File: src/rtl/stopwatch_pkg.sv
// Shared types and timing constants for the stopwatch control slice.
// The default debounce length is derived from the board clock and the debounce window.
package stopwatch_pkg;

   typedef enum logic [1:0] {
      IDLE    = 2'd0,
      RUNNING = 2'd1,
      PAUSED  = 2'd2,
      DONE    = 2'd3
   } sw_state_t;

   localparam int CLK_HZ                  = 50_000_000;
   localparam int DEBOUNCE_MS             = 10;
   localparam int DEFAULT_DEBOUNCE_CYCLES = (CLK_HZ / 1000) * DEBOUNCE_MS;

endpackage : stopwatch_pkg

File: src/rtl/key_debounce.sv
// One push-button input: 2-flop synchronizer, stability counter and a one-cycle press pulse
// on each accepted debounced 1->0 transition. The key is active-low, so release level is 1.
module key_debounce #(
   parameter int DEBOUNCE_CYCLES = stopwatch_pkg::DEFAULT_DEBOUNCE_CYCLES,
   parameter int CNT_W           = 20
) (
   input  logic clk,
   input  logic reset,
   input  logic i_key_n,
   output logic o_press
);

   localparam logic [CNT_W-1:0] CNT_LAST = CNT_W'(DEBOUNCE_CYCLES - 1);

   logic             r_sync1;
   logic             r_sync2;
   logic             r_level;
   logic             r_press;
   logic [CNT_W-1:0] r_cnt;

   logic w_differ;
   logic w_accept;

   assign w_differ = (r_sync2 != r_level);
   assign w_accept = w_differ && (r_cnt == CNT_LAST);

   // NOTE: sequential state uses non-blocking assignments so every flop samples
   // pre-edge values; r_sync2 must see the old r_sync1, not the new one.
   always_ff @(posedge clk) begin
      if (reset) begin
         r_sync1 <= 1'b1;
         r_sync2 <= 1'b1;
         r_level <= 1'b1;
         r_press <= 1'b0;
         r_cnt   <= '0;
      end else begin
         r_sync1 <= i_key_n;
         r_sync2 <= r_sync1;
         r_press <= 1'b0;
         if (!w_differ) begin
            r_cnt <= '0;
         end else if (w_accept) begin
            // Level change accepted; only the falling (pressed) direction is an event.
            r_cnt   <= '0;
            r_level <= r_sync2;
            r_press <= ~r_sync2;
         end else begin
            r_cnt <= r_cnt + CNT_W'(1);
         end
      end
   end

   assign o_press = r_press;

endmodule : key_debounce

File: src/rtl/stopwatch_ctrl.sv
// Debounced start/stop and clear buttons driving the stopwatch run enable and clear pulse.
// STOPWATCH_CTRL_AUTOSTART_EN: when defined, a clear press restarts timing instead of idling.
module stopwatch_ctrl
   import stopwatch_pkg::*;
#(
   parameter int DEBOUNCE_CYCLES = DEFAULT_DEBOUNCE_CYCLES,
   parameter int CNT_W           = 20
) (
   input  logic       clk,
   input  logic       reset,
   input  logic       key_startstop_n,
   input  logic       key_clear_n,
   input  logic       game_done,
   output logic       run,
   output logic       sw_reset,
   output logic [1:0] state
);

`ifdef STOPWATCH_CTRL_AUTOSTART_EN
   localparam sw_state_t CLEAR_TARGET = RUNNING;
`else
   localparam sw_state_t CLEAR_TARGET = IDLE;
`endif

   logic      w_ss_press;
   logic      w_clear_press;
   sw_state_t w_next;

   sw_state_t r_state;
   logic      r_run;
   logic      r_sw_reset;

   key_debounce #(
      .DEBOUNCE_CYCLES(DEBOUNCE_CYCLES),
      .CNT_W          (CNT_W)
   ) u_key_startstop (
      .clk    (clk),
      .reset  (reset),
      .i_key_n(key_startstop_n),
      .o_press(w_ss_press)
   );

   key_debounce #(
      .DEBOUNCE_CYCLES(DEBOUNCE_CYCLES),
      .CNT_W          (CNT_W)
   ) u_key_clear (
      .clk    (clk),
      .reset  (reset),
      .i_key_n(key_clear_n),
      .o_press(w_clear_press)
   );

   // Priority: clear, then game_done, then start/stop.
   // NOTE: w_next gets a default before any branch so no path leaves it unassigned,
   // which would otherwise infer a latch.
   always_comb begin
      w_next = r_state;
      if (w_clear_press) begin
         w_next = CLEAR_TARGET;
      end else begin
         unique case (r_state)
            IDLE:    if (w_ss_press) w_next = RUNNING;
            RUNNING: begin
               if (game_done)       w_next = DONE;
               else if (w_ss_press) w_next = PAUSED;
            end
            PAUSED:  begin
               if (game_done)       w_next = DONE;
               else if (w_ss_press) w_next = RUNNING;
            end
            DONE:    w_next = DONE;
            default: w_next = IDLE;
         endcase
      end
   end

   // Outputs are registered from the next state so nothing reaches the pins combinationally.
   always_ff @(posedge clk) begin
      if (reset) begin
         r_state    <= IDLE;
         r_run      <= 1'b0;
         r_sw_reset <= 1'b1;
      end else begin
         r_state    <= w_next;
         r_run      <= (w_next == RUNNING);
         r_sw_reset <= w_clear_press;
      end
   end

   assign run      = r_run;
   assign sw_reset = r_sw_reset;
   assign state    = r_state;

endmodule : stopwatch_ctrl

File: config.mk
export PLATFORM = sky130hd
export DESIGN_NAME = stopwatch_ctrl
export DESIGN_NICKNAME = d
export VERILOG_FILES = /design/src/rtl/stopwatch_pkg.sv /design/src/rtl/key_debounce.sv /design/src/rtl/stopwatch_ctrl.sv
export SDC_FILE = /design/constraint.sdc
export NUM_CORES = 1
export LEC_CHECK = 0
export BUFFER_PORTS_ARGS = -buffer_cell sky130_fd_sc_hd__buf_2
export CAP_MARGIN = 20
export CORE_MARGIN = 5
export CORE_UTILIZATION = 40
export DETAILED_ROUTE_END_ITERATION = 6
export SYNTH_ARGS = -nofsm -noshare
export SYNTH_HDL_FRONTEND = slang
export SYNTH_SLANG_ARGS = --single-unit
File: constraint.sdc
create_clock -name clk -period 3.1 [get_ports clk]
set_input_delay 0.62 -clock clk [delete_from_list [all_inputs] [get_ports clk]]
set_output_delay 0.62 -clock clk [all_outputs]
set_load 0.02 [all_outputs]
### Yosys cells after proc, flatten, opt, wreduce, memory -nomap -nowiden

Cells that the tools add are included.

* register bits after elaboration: 52
* bits of input ports: 5
* output and inout bits: 4
* word-level logic and storage cells: 44

* add/sub/neg operators: 2
* equality and inequality tests: 8
* mux-type cells: 6
* bitwise logic cells: 6
* reductions and logical operators: 9

Operators by type and width (number)
* adder 20 x 1 -> 20 bit, second input constant: 2
* == test 20 x 19 -> 1 bit, second input constant: 2
* OR reduction 3 bit: 4
* two-way mux 2 bit: 5
* one-hot mux 2 bit (4 select lines): 1
* inverter 1 bit: 6
* == test 2 x 1 -> 1 bit, second input constant: 2
* == test 2 bit, second input constant: 2
* AND reduction 2 bit: 2
* logical AND 1 bit: 2
* logical NOT 2 bit: 1
* inequality test 1 bit: 2

### Depth between registers and ports, before layout

* depth in word-level cells: 5
* gate-level depth with buffers: 7
* mapped depth without buffers: 5

### Modules after synthesis

From an unflattened synthesis, not the netlist that was laid out.

* cell total of the unflattened synthesis: 248
* area, all modules: 2210.9 µm²

By module, submodules not included
* key_debounce: times used 2, cells each 116, area an instance 1029.7 µm², sequential area each 480.5 µm²
* stopwatch_ctrl: times used 1, cells each 16, area an instance 151.4 µm², sequential area each 80.1 µm²

### Worst setup path after synthesis

OpenSTA, ideal clock, no wires.

* kind: reg2reg
* start point: register u_key_startstop.r_cnt[0]
* end point: register u_key_startstop.r_cnt[2]
* library setup time: 0.129 ns
* arrival: 1.645 ns
* data required time: 2.971 ns
* slack: 1.326 ns
* stages on the path, launching flop included: 8
* buffers on the path: 2
* period minus slack after synthesis: 1.774 ns
* cells stage by stage: dfxtp_1 -> ha_1 -> and4_2 -> clkbuf_1 -> nand3_1 -> o21ai_0 -> clkbuf_1 -> nor2_1

* longest elaborated chain between the ends: 3
* elaborated cells between the ends (all ways): 4
* classes of those cells: add/sub (1); eq/ne (1); reduce/logical (2)

Ends and longest elaborated chain
* start, declared: RTL line key_debounce.sv:19 `logic [CNT_W-1:0] r_cnt;`
* start signal, assigned: RTL line key_debounce.sv:48 `r_cnt <= r_cnt + CNT_W'(1);`
* branches (longest 3 deep; another with adder 20 x 1 -> 20 bit)

Parallel ways; which one is timed is not known.
A chain may end at the register's enable or synchronous reset.

### Worst setup path after layout

* start point: register u_key_clear.r_cnt[0]
* end point: register u_key_clear.r_cnt[12]

* longest elaborated chain between the ends: 3
* elaborated cells between the ends (all ways): 4
* classes of those cells: add/sub (1); eq/ne (1); reduce/logical (2)

Ends and longest elaborated chain (RTL line)
* start, declared: key_debounce.sv:19
* start signal, assigned: key_debounce.sv:48
* branches (longest 3 deep; another with adder 20 x 1 -> 20 bit)

Parallel ways; which one is timed is not known.

==> impl_metrics.csv <==
group,metric,value,unit
status,status,"completed",
die,design.core.area,0.00547,mm^2
clocking,cts-buffers-inserted,5,
power_and_ir_drop,switching_share,20.5,%
yosys,yosysUniqueCellTypes,40,
sta,worst_hold_slack,0.431,ns
place,place.detailed.instances,327,
sta,timing.final.crit_period,1.93,ns
cells_and_area,layout.area.seq,0.00104,mm^2
yosys,synth.cell_area,0.00224,mm^2
place,dp_worst_setup_slack,1.14,ns
die,die_area,0.00719,mm^2
clocking,clk_pin_slew,0.09,ns
sta,max-slew-margin-rel,55.9,%
power_and_ir_drop,internal_power,860,uW
yosys,post_synthesis_average_cell_area,8.85,um^2
power_and_ir_drop,post_route_total_power,1.08,mW
yosys,synthesis.yosys.warnings,0,
cells_and_area,final_nets,269,
clocking,worst_skew_pair.late_latency,0.30,ns
global_route,grtUsageTotal,12.2,%
route,drtAntennaViolNets,0,
cells_and_area,leading_cell_type_in_the_layout_fill_and_taps_excluded,"dfxtp_1",
critical_path,critical_path_peak_fanout,18,
sta,transition_time_at_the_pin_with_the_least_slew_margin,0.655,ns
clocking,clock_tree.htree_level_count,2,
critical_path,worst-endpoint-required,3.27,ns
clocking,postCtsSetupBuffers,0,
power_and_ir_drop,power.clock.fraction,36.2,%
clocking,tritoncts_num_sinks,52,
sta,setup_slack,1.17,ns
place,post_dp_cell_area,0.00235,mm^2
cells_and_area,layout_common_cells,"52 x dfxtp_1, 40 x nor2_1, 15 x nand2_1",
clocking,cts-root-to-sink-buffers,2,
sta,setup_viol,0,
route,drc,0,
cells_and_area,final_design_area_no_fill,0.00244,mm^2
cells_and_area,multiInputGateArea,0.00115,mm^2
power_and_ir_drop,vdd.ir_drop.worst,0.212,mV
critical_path,crit_arrival,2.10,ns
sta,finalHoldViolCount,0,
cells_and_area,insertedDiodeCount,0,
die,io_pins,9,
sta,clock_skew,0.00728,ns
critical_path,setup.worst_path.class,"reg2reg",
power_and_ir_drop,p_leak,0.724,nW
place,gp_routability_congestion,0.806,
clocking,cts_tree,"yes",
yosys,mappedNetlistNets,260,
die,fp.dieW,84.8,um
sta,final.setup.tns,0,ns
route,drt_pre_antenna_iters,4,
die,initial_core_util,40.9,%
cells_and_area,filler_cell_count,541,
critical_path,setup.worst_path.end_class,"flip-flop",
clocking,clock_tree_root,"clkbuf_8",
route,routedWlPerCell,12.1,um
yosys,async_flop_share,0,%
yosys,ys_seq_elements,52,
yosys,post_synth_inst_count,253,
job,max_cap_violations,0,
global_route,first_global_vias,1589,
route,vias,1747,
clocking,cts_hold_repair.buffers,0,
power_and_ir_drop,total_switching_power,221,uW
place,port_buffers,8,
clocking,cts-resized-gates,0,
global_route,grt_pass1_wl,7270,um
sta,period_share,62.2,%
die,dieHeight,84.8,um
route,detail_route.vias_per_cell,5.21,
power_and_ir_drop,power.sequential.fraction,62.3,%
yosys,synth_seq_area_share,46.5,%
critical_path,timing.critical_path.from_type,"flip-flop",
power_and_ir_drop,share_comb_of_total_power,1.6,%
cells_and_area,finish.utilization,44.5,%
global_route,grt_max_degree,21,
route,wirelength,4060,um
power_and_ir_drop,power.density_cell_area,444,mW/mm^2
global_route,grt_antenna_before_repair,0,
yosys,ys_dominant_reg_cell,"dfxtp_1",
place,post-dp-hpwl,2850,um
die,core.rowCount,27,
yosys,synth_edf_count,0,
global_route,remaining_global_route_overflow,0,
cells_and_area,synthToLayoutAreaGrowth,8.89,%
cells_and_area,post_layout_nonfiller_instances,335,
cells_and_area,drive_above_1_share,11.4,%
sta,rsz0062_at_grt,"no",
sta,fmax,0.518,GHz
sta,timing_max_transition_violations_final,0,
min_path,hp-class,"reg2reg",
route,detailedRoute.firstIterationViolations,42,
[cell families (layout without fill, tap and decap cells)]
family,after synthesis,count (layout),share of synthesized area (%)
simple gates,132,132,32.1
flops,52,52,46.5
compound gates,28,28,7.38
xor+xnor,28,28,11.0
buf+inv,11,21,1.96
fa+ha+maj,2,2,1.12
[path summary, 6_finish.rpt]
path                                               from  slack, ns  cells after the start                 endpoint
worst max-delay path               u_key_clear.r_cnt[0]       1.17                      5    u_key_clear.r_cnt[12]
worst min-delay path            u_key_startstop.r_sync1       0.43                      1  u_key_startstop.r_sync2
worst max register to register     u_key_clear.r_cnt[0]       1.17                      5    u_key_clear.r_cnt[12]
worst min register to register  u_key_startstop.r_sync1       0.43                      1  u_key_startstop.r_sync2
[power by group through the flow]
stage	registers, mW	clock network, mW	logic (mW)
after floorplan	0.690	0	0.00958
after global placement	0.689	0	0.0173
after detailed placement	0.689	0	0.0174
after CTS	0.674	0.406	0.0175
after global routing	0.674	0.440	0.0189
final	0.673	0.391	0.0172
[area by class of cell]
type / count / area share, %
multi-input cells: 190 / 47.3
flip-flops and latches: 52 / 42.7
clock buffers: 8 / 3.70
well taps: 72 / 3.70
repair buffers: 9 / 1.95
inverters: 4 / 0.616
[routing by layer]
metal	GRT usage [%]	vias up	part of all wire, %
met5	0	-	0
met4	3.45	0	0.62
met3	3.93	2	4.2
met2	18.8	25	43
met1	16.5	805	52
li1	-	915	-
[cells in the mapped netlist (2+ instances only)]
cell type	count	share of area, %
dfxtp_1	52	47
nor2_1	40	6.7
nand2_1	15	2.5
nand4_1	14	3.9
xnor2_1	14	5.5
xor2_1	14	5.5
a21oi_1	12	2.7
nand3_1	12	2.7
nor4_1	9	2.5
nor3_1	8	1.8
o21ai_0	8	1.8
or2_2	6	1.7
clkbuf_1	5	0.84
or3_1	5	1.4
and4_1	4	1.6
inv_1	4	0.67
and3_1	3	0.84
or4_4	3	1.5
ha_1	2	1.1
nand2b_1	2	0.56
o41ai_1	2	0.78
[worst max-delay path, stage by stage (launching register included)]
cell and delay [ns]:
dfxtp_1 0.40, ha_1 0.24, nand4_1 0.28, nor2_1 0.25, a21o_1 0.52, nor2_1 0.11
[flip-flops by register name, indices dropped and copies added, names as in the netlist]
| signal | count |
|---|---|
| u_key_clear.r_level | 1 |
| u_key_clear.o_press | 1 |
| sw_reset | 1 |
| run | 1 |
| u_key_clear.r_sync2 | 1 |
| u_key_startstop.r_level | 1 |
| state | 2 |
| u_key_startstop.o_press | 1 |
| u_key_startstop.r_sync1 | 1 |
| u_key_clear.r_cnt | 20 |
| u_key_startstop.r_sync2 | 1 |
| u_key_clear.r_sync1 | 1 |
| u_key_startstop.r_cnt | 20 |
(Power assumes the default switching activity.)
